File: config.mk
export PLATFORM = sky130hd
export DESIGN_NAME = ps2_keycode_source
export DESIGN_NICKNAME = d
export VERILOG_FILES = /design/src/rtl/ps2_keycode_source.sv
export SDC_FILE = /design/constraint.sdc
export NUM_CORES = 1
export LEC_CHECK = 0
export BUFFER_PORTS_ARGS = -buffer_cell sky130_fd_sc_hd__buf_2
export CORE_MARGIN = 2
export CORE_UTILIZATION = 54
export DETAILED_ROUTE_END_ITERATION = 12
export PLACE_DENSITY = 0.76
export SETUP_SLACK_MARGIN = 0.5
export SYNTH_ARGS = -nofsm -noshare
export SYNTH_HDL_FRONTEND = slang
export SYNTH_SLANG_ARGS = --single-unit
File: constraint.sdc
create_clock -name Clk -period 2.55 [get_ports Clk]
set_input_delay 0.51 -clock Clk [delete_from_list [all_inputs] [get_ports Clk]]
set_output_delay 0.51 -clock Clk [all_outputs]
set_load 0.005 [all_outputs]
File: src/rtl/ps2_keycode_source.sv
// PS/2 set-2 receiver that tracks the W/A/S/D keys and drives a level HID keycode.
// Frames are validated (start, odd parity, stop, timeout) before any decode.
module ps2_keycode_source #(
  parameter int unsigned TIMEOUT_CYCLES = 100000
) (
  input  logic       Clk,
  input  logic       Reset,
  input  logic       ps2_clk,
  input  logic       ps2_data,
  output logic [7:0] keycode,
  output logic [7:0] rx_byte,
  output logic       rx_strobe,
  output logic       frame_err
);

  localparam int unsigned CntW = $clog2(TIMEOUT_CYCLES + 1);
  localparam logic [CntW-1:0] TimeoutLast = CntW'(TIMEOUT_CYCLES - 1);

  typedef enum logic [1:0] {StIdle, StData, StParity, StStop} rx_state_e;

  rx_state_e       state_q, state_d;
  logic [2:0]      bit_cnt_q, bit_cnt_d;
  logic [7:0]      shift_q, shift_d;
  logic            parity_q, parity_d;
  logic [CntW-1:0] tmo_cnt_q, tmo_cnt_d;
  logic [7:0]      rx_byte_d;
  logic            strobe_d, err_d;

  logic            clk_meta, clk_sync, clk_prev, data_meta, data_sync;
  logic            fall;

  logic [3:0]      mask_q, mask_d;
  logic            brk_q, brk_d, ext_q, ext_d;
  logic [7:0]      recent_q, recent_d;
  logic            key_hit;
  logic [1:0]      key_idx;
  logic [7:0]      key_hid;
  logic [3:0]      remain;

  // Lines idle high, so the synchronisers reset high to avoid a phantom edge.
  always_ff @(posedge Clk or posedge Reset) begin
    if (Reset) begin
      clk_meta  <= 1'b1;
      clk_sync  <= 1'b1;
      clk_prev  <= 1'b1;
      data_meta <= 1'b1;
      data_sync <= 1'b1;
    end else begin
      clk_meta  <= ps2_clk;
      clk_sync  <= clk_meta;
      clk_prev  <= clk_sync;
      data_meta <= ps2_data;
      data_sync <= data_meta;
    end
  end

  assign fall = clk_prev & ~clk_sync;

  always_comb begin
    state_d   = state_q;
    bit_cnt_d = bit_cnt_q;
    shift_d   = shift_q;
    parity_d  = parity_q;
    rx_byte_d = rx_byte;
    strobe_d  = 1'b0;
    err_d     = 1'b0;
    tmo_cnt_d = (fall || state_q == StIdle) ? '0 : tmo_cnt_q + 1'b1;
    if (fall) begin
      unique case (state_q)
        StIdle: begin
          if (!data_sync) begin
            state_d   = StData;
            bit_cnt_d = 3'd0;
          end
        end
        StData: begin
          shift_d   = {data_sync, shift_q[7:1]};
          bit_cnt_d = bit_cnt_q + 3'd1;
          if (bit_cnt_q == 3'd7) state_d = StParity;
        end
        StParity: begin
          parity_d = data_sync;
          state_d  = StStop;
        end
        StStop: begin
          if (data_sync && ((^shift_q) ^ parity_q)) begin
            rx_byte_d = shift_q;
            strobe_d  = 1'b1;
          end else begin
            err_d = 1'b1;
          end
          state_d = StIdle;
        end
        default: state_d = StIdle;
      endcase
    end else if (state_q != StIdle && tmo_cnt_q == TimeoutLast) begin
      state_d = StIdle;
      err_d   = 1'b1;
    end
  end

  // Mask bit index doubles as release-fallback priority: S, A, D, W.
  always_comb begin
    key_hit = 1'b1;
    key_idx = 2'd0;
    key_hid = 8'h00;
    unique case (rx_byte)
      8'h1B: begin key_idx = 2'd0; key_hid = 8'h16; end
      8'h1C: begin key_idx = 2'd1; key_hid = 8'h04; end
      8'h23: begin key_idx = 2'd2; key_hid = 8'h07; end
      8'h1D: begin key_idx = 2'd3; key_hid = 8'h1A; end
      default: key_hit = 1'b0;
    endcase
  end

  function automatic logic [7:0] pick_held(input logic [3:0] m);
    if (m[0])      return 8'h16;
    else if (m[1]) return 8'h04;
    else if (m[2]) return 8'h07;
    else if (m[3]) return 8'h1A;
    else           return 8'h00;
  endfunction

  always_comb begin
    mask_d   = mask_q;
    brk_d    = brk_q;
    ext_d    = ext_q;
    recent_d = recent_q;
    remain   = mask_q & ~(4'b0001 << key_idx);
    if (err_d) begin
      // A damaged frame must not leave a prefix armed for the next byte.
      brk_d = 1'b0;
      ext_d = 1'b0;
    end else if (rx_strobe) begin
      if (rx_byte == 8'hF0) begin
        brk_d = 1'b1;
      end else if (rx_byte == 8'hE0) begin
        ext_d = 1'b1;
      end else begin
        brk_d = 1'b0;
        ext_d = 1'b0;
        if (!ext_q && key_hit) begin
          if (!brk_q) begin
            mask_d[key_idx] = 1'b1;
            recent_d        = key_hid;
          end else if (mask_q[key_idx]) begin
            mask_d = remain;
            if (recent_q == key_hid) recent_d = pick_held(remain);
          end
        end
      end
    end
  end

  always_ff @(posedge Clk or posedge Reset) begin
    if (Reset) begin
      state_q   <= StIdle;
      bit_cnt_q <= 3'd0;
      shift_q   <= 8'h00;
      parity_q  <= 1'b0;
      tmo_cnt_q <= '0;
      rx_byte   <= 8'h00;
      rx_strobe <= 1'b0;
      frame_err <= 1'b0;
      mask_q    <= 4'h0;
      brk_q     <= 1'b0;
      ext_q     <= 1'b0;
      recent_q  <= 8'h00;
    end else begin
      state_q   <= state_d;
      bit_cnt_q <= bit_cnt_d;
      shift_q   <= shift_d;
      parity_q  <= parity_d;
      tmo_cnt_q <= tmo_cnt_d;
      rx_byte   <= rx_byte_d;
      rx_strobe <= strobe_d;
      frame_err <= err_d;
      mask_q    <= mask_d;
      brk_q     <= brk_d;
      ext_q     <= ext_d;
      recent_q  <= recent_d;
    end
  end

  assign keycode = recent_q;

endmodule

==> flow_metrics.py, run 1 <==
metrics = {
    "power_and_ir_drop": {
        "switching_share_pct": 27.6,
        "pwr-share-comb_pct": 22.2,
        "vdd_drop_max_mv": 0.527,
        "power.share.sequential_pct": 42.5,
        "cellPowerDensity_nw_per_um2": 702,
        "pwr-share-clk_pct": 35.3,
        "p_int_mw": 1.81,
        "p_sw_uw": 689,
        "power.static_leakage_nw": 1.65,
    },
    "yosys": {
        "synth_flop_cell": "dfrtp_1",
        "ys_async_sr_fraction_pct": 100,
        "synth.largest_area_cell": "dfrtp_1",
        "syn_inst": 277,
        "yosys_warnings": 0,
        "yosysUniqueCellTypes": 51,
        "netlist.area_leader.share_pct": 45.1,
        "avgSynthCellArea_um2": 10.4,
        "yosysSeqAreaShare_pct": 49.7,
        "synth-edff-count": 0,
        "netlist_area_um2": 2890,
        "synth_area_leaders": "dfrtp_1, mux2_2, dfstp_2",
        "synth_seq_cells": 57,
    },
    "floorplanning": {
        "rows": 26,
        "coreArea_um2": 5140,
        "dieArea_um2": 5940,
        "die_h_um": 77.1,
        "die_w_um": 77.1,
        "start_util_pct": 56.1,
        "ios": 22,
    },
    "sta": {
        "max_freq_mhz": 430,
        "rsz0062_at_grt": "yes",
        "hold_viol": 0,
        "setup_viol": 0,
        "period_share_pct": 91.2,
        "skew_ns": 0.00881,
        "period_needed_ns": 2.33,
        "fin_setup_tns_ns": 0,
        "slew_viol_final": 0,
    },
    "cells_and_area": {
        "final_common_cell": "dfrtp_1",
        "num-fill-cells": 388,
        "n_antenna_cell": 0,
        "postLayoutCellArea_um2": 3560,
        "drive_gt1_share_pct": 33.9,
        "stdcell_count": 400,
        "layout_common_cells": "dfrtp_1, nor2_1, buf_4",
        "nets": 336,
        "synthToLayoutAreaGrowth_pct": 23.2,
    },
    "cts": {
        "clock_path_buffers": 2,
        "clock-sinks": 57,
        "cts_buffers": 9,
        "path_clk_slew_ns": 0.07,
        "cts_max_level": 3,
        "cts_tree": "built",
        "clock-root-buffer": "clkbuf_8",
        "worstSkewPairLatency_ns": 0.34,
    },
    "drt": {
        "wl_per_cell_um": 15.0,
        "via_per_inst": 5.55,
        "wl_mm": 6.01,
        "firstDrtPassIters": 4,
        "drc": 0,
        "vias": 2220,
        "antenna_left": 0,
        "drt-initial-drc-count": 178,
    },
    "global_routing": {
        "antenna_found_initial": 0,
        "grt_pass1_vias": 2183,
        "grt_use_total_pct": 22.4,
        "grt_first_pass_wirelength_mm": 10.3,
        "grt-ovfl-total": 0,
        "grt_start_max_net_pins": 24,
    },
    "status": {
        "outcome": "finished clean",
    },
    "critical_path": {
        "cp_data_required_time_ns": 2.83,
        "crit_slowest_cell": "or4_4",
        "critPathBufInv": 1,
        "crit_path_cell_trace": "or4_4 > buf_4 > o21ai_0 > a21boi_0 > nand3_1 > a2bb2oi_1 > mux2_4",
        "path_delay_family": "compound AO/OA/AOI/OAI gates",
        "crit_type": "register to register",
        "end_kind": "register",
        "cp_max_fo": 6,
        "critical_path.max_stage_delay_ns": 0.59,
        "start_kind": "register",
        "arrival_ns": 2.61,
    },
    "worst_hold_path": {
        "min_path_type": "input port to asynchronous set/reset pin",
    },
    "placed_design": {
        "place_inst": 368,
        "place_hpwl_mm": 3.91,
        "dpl-instance-area_um2": 3120,
        "gp_congestion": 0.879,
        "port_buffers": 18,
    },
    "run": {
        "maxCapViolCount": 0,
    },
}
[cell type report]
cell class | count | area [um^2] | share of cell area [%]
Inverter | 14 | 52.6 | 1.48
Timing Repair Buffer | 47 | 319 | 8.97
Sequential cell | 57 | 1440 | 40.5
Multi-Input combinational cell | 196 | 1450 | 40.8
Tap cell | 70 | 87.6 | 2.46
Clock buffer | 14 | 173 | 4.86
Clock inverter | 2 | 35.0 | 0.985
[power by group through the flow]
stage,sequential (mW),clock [mW],combinational (mW)
2_1_floorplan,1.05,0,0.332
3_3_place_gp,1.07,0,0.404
3_5_place_dp,1.07,0,0.418
4_1_cts,1.05,0.901,0.534
5_1_grt,1.07,0.944,0.615
6_report,1.06,0.881,0.555
[logic make-up (layout without fill, tap and decap cells)]
group                    count (synthesis)  in the layout  share of synthesized area (%)
AND/OR/NAND/NOR                         95             95                           16.7
flip-flops                              57             57                           49.7
AO/OA/AOI/OAI                           47             47                           10.8
buffers and inverters                   26             77                           3.82
XOR/XNOR                                24             24                           7.76
multiplexers                            20             20                           8.15
adder cells (fa/ha/maj)                  7              7                           3.04
other                                    1              3                          0.130
[worst paths after layout]
| path | startpoint | to | slack (ns) | depth (start not counted) |
|---|---|---|---|---|
| min in group Clk | ps2_data | data_meta | 0.27 | 1 |
| max in group asynchronous | Reset | data_sync | 1.73 | 3 |
| max reg2reg | rx_byte[7] | keycode[4] | 0.22 | 7 |
| max | rx_byte[7] | keycode[4] | 0.22 | 7 |
| min | Reset | tmo_cnt_q[14] | 0.13 | 2 |
| min reg2reg | data_meta | data_sync | 0.36 | 0 |
[routing by layer]
metal	track usage (%)	wire [um]	up-vias
met5	0	0	-
met4	9.64	120	0
met3	6.12	286	14
met2	35.4	2900	61
met1	29.1	2700	1089
li1	-	-	1056
[synth_stat cells, types with 2 or more instances]
cell type / instances
dfrtp_1: 52
nor2_1: 31
nand2_1: 21
o21ai_0: 17
inv_1: 14
mux2_2: 12
nand3_1: 12
xnor2_1: 12
xor2_1: 11
clkbuf_1: 8
nand4_1: 8
a21oi_1: 7
ha_1: 7
dfstp_2: 5
mux2_4: 4
mux2i_1: 4
o31ai_1: 4
a21boi_0: 3
buf_4: 3
nand2b_1: 3
nor2b_1: 3
nor3b_1: 3
or2_2: 3
a22o_1: 2
o22ai_1: 2
[sequential cells by signal, summed over array words and instances, names as in the netlist, 2 cells and up, named ones only]
register and cells:
rx_byte 8, shift_q 8, state_q 2, tmo_cnt_q 17
bit_cnt_q 3, keycode 5
[per-stage QoR]
| stage | total power [mW] | worst slack [ns] | util (%) | hold WS [ns] |
|---|---|---|---|---|
| 6_report | 2.50 | 0.224 | 69.2 | 0.132 |
| 5_1_grt | 2.63 | 0.131 | 69.2 | 0.154 |
| 4_1_cts | 2.49 | 0.257 | 67.8 | 0.129 |
| 3_5_place_dp | 1.49 | 0.0453 | 60.6 | 0.347 |
| 3_3_place_gp | 1.47 | 0.142 | 60.6 | 0.346 |
| 2_1_floorplan | 1.38 | 0.128 | - | 0.345 |
[what timing repair did]
action / 4_1_cts / 5_1_grt
setup buffers: 12 / 3
resized for setup: 17 / 18
hold buffers: 0 / 0
cloned: 1 / 0
endpoints found under the setup margin: 16 / 22
pin swaps: 10 / 7
(Power assumes the default switching activity.)
==> run 2, diff against run 1 <==
Clock period 2.55 ns to 2.03 ns, I/O delays scaled along.
==> flow_metrics.py, run 2 (same netlist as run 1, synthesis figures left out) <==
metrics = {
    "status": {
        "outcome": "complete, but fails checks",
        "violations": "setup timing",
    },
    "power_and_ir_drop": {
        "vdd_drop_max_mv": 0.614,
        "switching_share_pct": 28.2,
        "power.static_leakage_nw": 1.89,
        "p_sw_uw": 954,
        "pwr-share-clk_pct": 32.8,
        "power.share.sequential_pct": 38.9,
        "cellPowerDensity_nw_per_um2": 846,
        "p_int_mw": 2.43,
        "pwr-share-comb_pct": 28.3,
    },
    "cells_and_area": {
        "n_antenna_cell": 0,
        "largest_register_ffs": 17,
        "synthToLayoutAreaGrowth_pct": 38.6,
        "drive_gt1_share_pct": 45.5,
        "postLayoutCellArea_um2": 4000,
        "nets": 369,
        "final_common_cell": "dfrtp_1",
        "max_flop_register": "tmo_cnt_q",
        "layout_common_cells": "dfrtp_1, buf_4, nor2_1",
        "reg_top3": "tmo_cnt_q (17), rx_byte (8), shift_q (8)",
    },
    "sta": {
        "whs_ns": 0.132,
        "rsz0062_at_grt": "yes",
        "skew_ns": 0.00885,
        "hold_viol": 0,
        "relSlewSlack_pct": 60.8,
        "setup_viol": 20,
        "slew_viol_final": 0,
        "layout_setup_ws_ns": -0.308,
        "period_share_pct": 115,
        "max_freq_mhz": 428,
        "period_needed_ns": 2.34,
        "worst_pin_slew_ns": 0.586,
    },
    "drt": {
        "antenna_left": 0,
        "via_per_inst": 5.47,
        "drt-initial-drc-count": 105,
        "drc": 0,
        "vias": 2367,
        "wl_mm": 6.66,
        "wl_per_cell_um": 15.4,
        "firstDrtPassIters": 5,
    },
    "cts": {
        "clock-root-buffer": "clkbuf_8",
        "cts_tree": "built",
        "hold_buffers": 0,
        "worstSkewPairLatency_ns": 0.33,
        "clock_path_buffers": 2,
        "clock-sinks": 57,
        "cts_max_level": 3,
        "path_clk_slew_ns": 0.07,
        "cts_buffers": 9,
    },
    "critical_path": {
        "end_kind": "register",
        "crit_type": "register to register",
        "reg2reg_slack_ns": -0.31,
        "arrival_ns": 2.56,
        "cp_data_required_time_ns": 2.25,
        "start_kind": "register",
        "cp_max_fo": 5,
    },
    "run": {
        "maxCapViolCount": 0,
    },
    "placed_design": {
        "port_buffers": 18,
        "place_hpwl_mm": 4.10,
        "place_ws_ns": -0.388,
        "gp_congestion": 0.807,
        "dpl-instance-area_um2": 3440,
    },
    "global_routing": {
        "grt_first_pass_wirelength_mm": 11.2,
        "grt_pass1_vias": 2423,
        "antenna_found_initial": 0,
        "groute.layer.met2.usage_pct": 41.1,
        "met1_usage_pct": 29.0,
        "grt-ovfl-total": 0,
        "grt_start_max_net_pins": 33,
        "grt_use_total_pct": 24.1,
        "grt-busiest-layer": "met2",
        "grt.met3_usage_pct": 5.41,
    },
    "floorplanning": {
        "rows": 26,
        "dieArea_um2": 5940,
        "start_util_pct": 56.1,
        "die_h_um": 77.1,
        "ios": 22,
        "die_w_um": 77.1,
        "coreArea_um2": 5140,
    },
    "worst_hold_path": {
        "min_path_type": "input port to asynchronous set/reset pin",
    },
}
## run 2: repair_timing
item	4_1_cts	5_1_grt
pin swaps	14	13
setup endpoints to repair	39	40
hold endpoints to repair	0	0
setup buffers	11	8
resized for setup	34	22
gates cloned	0	1
## run 2: worst paths after layout
kind | from | endpoint | depth (start not counted)
worst max-delay path | rx_byte[5] | keycode[1] | 7
worst min-delay path | Reset | tmo_cnt_q[9] | 2
worst max register to register | rx_byte[5] | keycode[1] | 7
worst min register to register | data_meta | data_sync | 0
max in group asynchronous | Reset | rx_byte[5] | 3
min in group Clk | ps2_clk | clk_meta | 1
## run 2: worst max-delay path, cell delays in order, from the launching register on
cell and delay (ns):
dfrtp_1 0.37, nand3b_4 0.15, or4_4 0.52, o221ai_2 0.15, o2111ai_1 0.13, a311o_2 0.37
a21o_4 0.23, mux2_4 0.30
## run 2: layer usage
metal  vias to the layer above  wire (um)
li1                       1120          -
met1                      1158       2890
met2                        68       3330
met3                        21        252
met4                         0        189
met5                         -          0
## run 2: cell type report
cell class	count	area, um^2
Clock inverter	2	35.0
Tap cell	70	87.6
Clock buffer	14	173
Fill cell	312	1140
Multi-Input combinational cell	197	1610
Sequential cell	57	1430
Timing Repair Buffer	79	611
Inverter	14	56.3
## run 2: power by group through the flow
stage	combinational [mW]	clock, mW	sequential, mW
finish	0.958	1.11	1.32
global route	1.04	1.18	1.33
CTS	0.844	1.12	1.31
detailed placement	0.694	0	1.33
global placement	0.680	0	1.32
floorplan	0.484	0	1.32
## run 2: per-stage QoR
stage / power (mW) / TNS (ns) / util [%] / std cells
after floorplan: 1.81 / -2.33 / - / 279
after global placement: 2.00 / -2.38 / 66.9 / 397
after detailed placement: 2.02 / -3.17 / 66.9 / 397
after CTS: 3.27 / -2.87 / 75.0 / 424
after global routing: 3.54 / -5.62 / 77.8 / 433
final: 3.38 / -3.76 / 77.8 / 433
==> run 3, diff against run 2 <==
Settings changed: CORE_UTILIZATION 54 to 35, PLACE_DENSITY 0.76 to unset, SETUP_SLACK_MARGIN 0.5 to unset.
==> flow_metrics.py, run 3 (same netlist as run 1, synthesis figures left out) <==
metrics = {
    "status": {
        "outcome": "complete, but fails checks",
        "violations": "setup timing",
    },
    "drt": {
        "via_per_inst": 4.86,
        "drt-initial-drc-count": 94,
        "firstDrtPassIters": 4,
        "drc": 0,
        "vias": 2235,
        "antenna_left": 0,
        "wl_mm": 6.13,
        "wl_per_cell_um": 13.3,
    },
    "power_and_ir_drop": {
        "switching_share_pct": 25.9,
        "cellPowerDensity_nw_per_um2": 877,
        "p_sw_uw": 877,
        "pwr-share-comb_pct": 23.4,
        "vdd_drop_max_mv": 0.515,
        "pwr-share-clk_pct": 38.2,
        "power.static_leakage_nw": 1.83,
        "p_int_mw": 2.51,
        "power.share.sequential_pct": 38.4,
    },
    "critical_path": {
        "crit_type": "register to register",
        "cpMostUsedCell": "buf_4",
        "critical_path.max_stage_delay_ns": 0.40,
        "critical_path.endpoint": "keycode[1]",
        "critPathLaunch": "rx_byte[6]",
        "crit-reg2reg-launch": "rx_byte[6]",
        "crit_slowest_cell": "dfrtp_1",
        "cp_data_required_time_ns": 2.25,
        "arrival_ns": 2.60,
        "start_kind": "register",
        "cp_max_fo": 5,
        "end_kind": "register",
        "reg2reg_depth": 10,
        "rr_endpoint": "keycode[1]",
        "reg2reg_slack_ns": -0.35,
        "crit_path_cell_trace": "buf_4 > nor3b_2 > nand4_1 > buf_4 > buf_4 > buf_4 > xor2_1 > nand4_1 > a21o_4 > mux2_4",
    },
    "cells_and_area": {
        "layout_common_cells": "dfrtp_1, buf_4, nor2_1",
        "postLayoutCellArea_um2": 3870,
        "synthToLayoutAreaGrowth_pct": 34.0,
        "drive_gt1_share_pct": 39.4,
        "reg_top3": "tmo_cnt_q (17), rx_byte (8), shift_q (8)",
        "final_common_cell": "dfrtp_1",
        "nets": 361,
        "num-fill-cells": 788,
        "max_flop_register": "tmo_cnt_q",
        "n_antenna_cell": 0,
        "utilization_pct": 47.8,
        "largest_register_ffs": 17,
        "stdcell_count": 460,
    },
    "placed_design": {
        "place_hpwl_mm": 4.15,
        "port_buffers": 18,
        "gp_congestion": 0.852,
        "place_ws_ns": -0.392,
        "place_inst": 438,
        "dpl-instance-area_um2": 3440,
    },
    "sta": {
        "hold_viol": 0,
        "setup_viol": 17,
        "layout_setup_ws_ns": -0.349,
        "skew_ns": 0.00746,
        "slew_viol_final": 0,
        "period_needed_ns": 2.38,
        "period_share_pct": 117,
        "max_freq_mhz": 420,
        "rsz0062_at_grt": "yes",
    },
    "cts": {
        "cts_buffers": 9,
        "clock-sinks": 57,
        "clock-root-buffer": "clkbuf_8",
        "worstSkewPairLatency_ns": 0.33,
        "hold_buffers": 0,
        "cts_tree": "built",
        "clock_path_buffers": 2,
        "path_clk_slew_ns": 0.07,
        "cts_max_level": 3,
    },
    "floorplanning": {
        "die_h_um": 94.8,
        "dieArea_um2": 8990,
        "coreArea_um2": 8090,
        "rows": 33,
        "ios": 22,
        "die_w_um": 94.8,
        "start_util_pct": 35.7,
    },
    "run": {
        "maxCapViolCount": 0,
    },
    "worst_hold_path": {
        "min_path_type": "input port to asynchronous set/reset pin",
    },
    "global_routing": {
        "grt_start_max_net_pins": 58,
        "grt-ovfl-total": 0,
        "grt_pass1_vias": 2273,
        "grt_use_total_pct": 15.0,
        "antenna_found_initial": 0,
        "grt_first_pass_wirelength_mm": 10.4,
    },
}
-- run 3: changes by cell type in the layout (fill, tap and decap cells not counted), sizes merged --
| cell | before | now |
|---|---|---|
| buf | 79 | 72 |
| clkbuf | 14 | 11 |
| bufinv | 1 | 3 |
| inv | 13 | 14 |
| nand2 | 22 | 21 |
-- run 3: what timing repair did --
action,CTS,global route
buffers inserted,4,3
endpoints found under the setup margin,16,21
pin swaps,3,10
resized for setup,14,29
gates cloned,1,0
-- run 3: power by group through the flow --
stage	sequential, mW	combinational, mW	clock [mW]
3_3_place_gp	1.31	0.688	0
6_report	1.30	0.794	1.29
2_1_floorplan	1.32	0.418	0
3_5_place_dp	1.32	0.700	0
5_1_grt	1.31	0.878	1.39
4_1_cts	1.30	0.728	1.33
-- run 3: layer usage --
metal | up-vias | part of all wire, % | global-route usage, % | wire, um
li1 | 1107 | - | - | -
met1 | 1085 | 45 | 19.0 | 2780
met2 | 37 | 50 | 24.9 | 3050
met3 | 6 | 4.1 | 4.95 | 250
met4 | 0 | 0.91 | 3.62 | 56
met5 | - | 0 | 0 | 0
-- run 3: area by class of cell --
class                           count  area, um^2  area share, %
Clock buffer                       11         141           3.66
Clock inverter                      5         103           2.65
Inverter                           14        52.6           1.36
Multi-Input combinational cell    196        1480           38.2
Sequential cell                    57        1430           37.1
Tap cell                          105         131           3.40
Timing Repair Buffer               72         531           13.7
-- run 3: how the worst min path moves through the flow --
| stage | end | cells past startpoint |
|---|---|---|
| 6_report | keycode[1] | 3 |
| 5_1_grt | asynchronous set/reset pin | 3 |
| 4_1_cts | keycode[1] | 3 |
| 3_5_place_dp | data_sync | 0 |
| 3_3_place_gp | clk_sync | 0 |
| 2_1_floorplan | clk_sync | 0 |
-- run 3: critical path, delay by kind of cell, from the launching register on --
kind	cells	cell delay [ns]
buffers and inverters	4	0.63
and+or+nand+nor	3	0.53
DFF	1	0.40
muxes	1	0.29
AOI/OAI and AO/OA	1	0.28
xor gates and xnor gates	1	0.13
-- run 3: per-stage QoR --
step,setup TNS (ns),hold WS [ns],power (mW)
finish,-3.55,0.117,3.39
floorplan,-2.33,0.345,1.74
detailed placement,-3.37,0.347,2.02
global route,-5.43,0.130,3.58
CTS,-2.11,0.123,3.36
global placement,-2.74,0.345,2.00
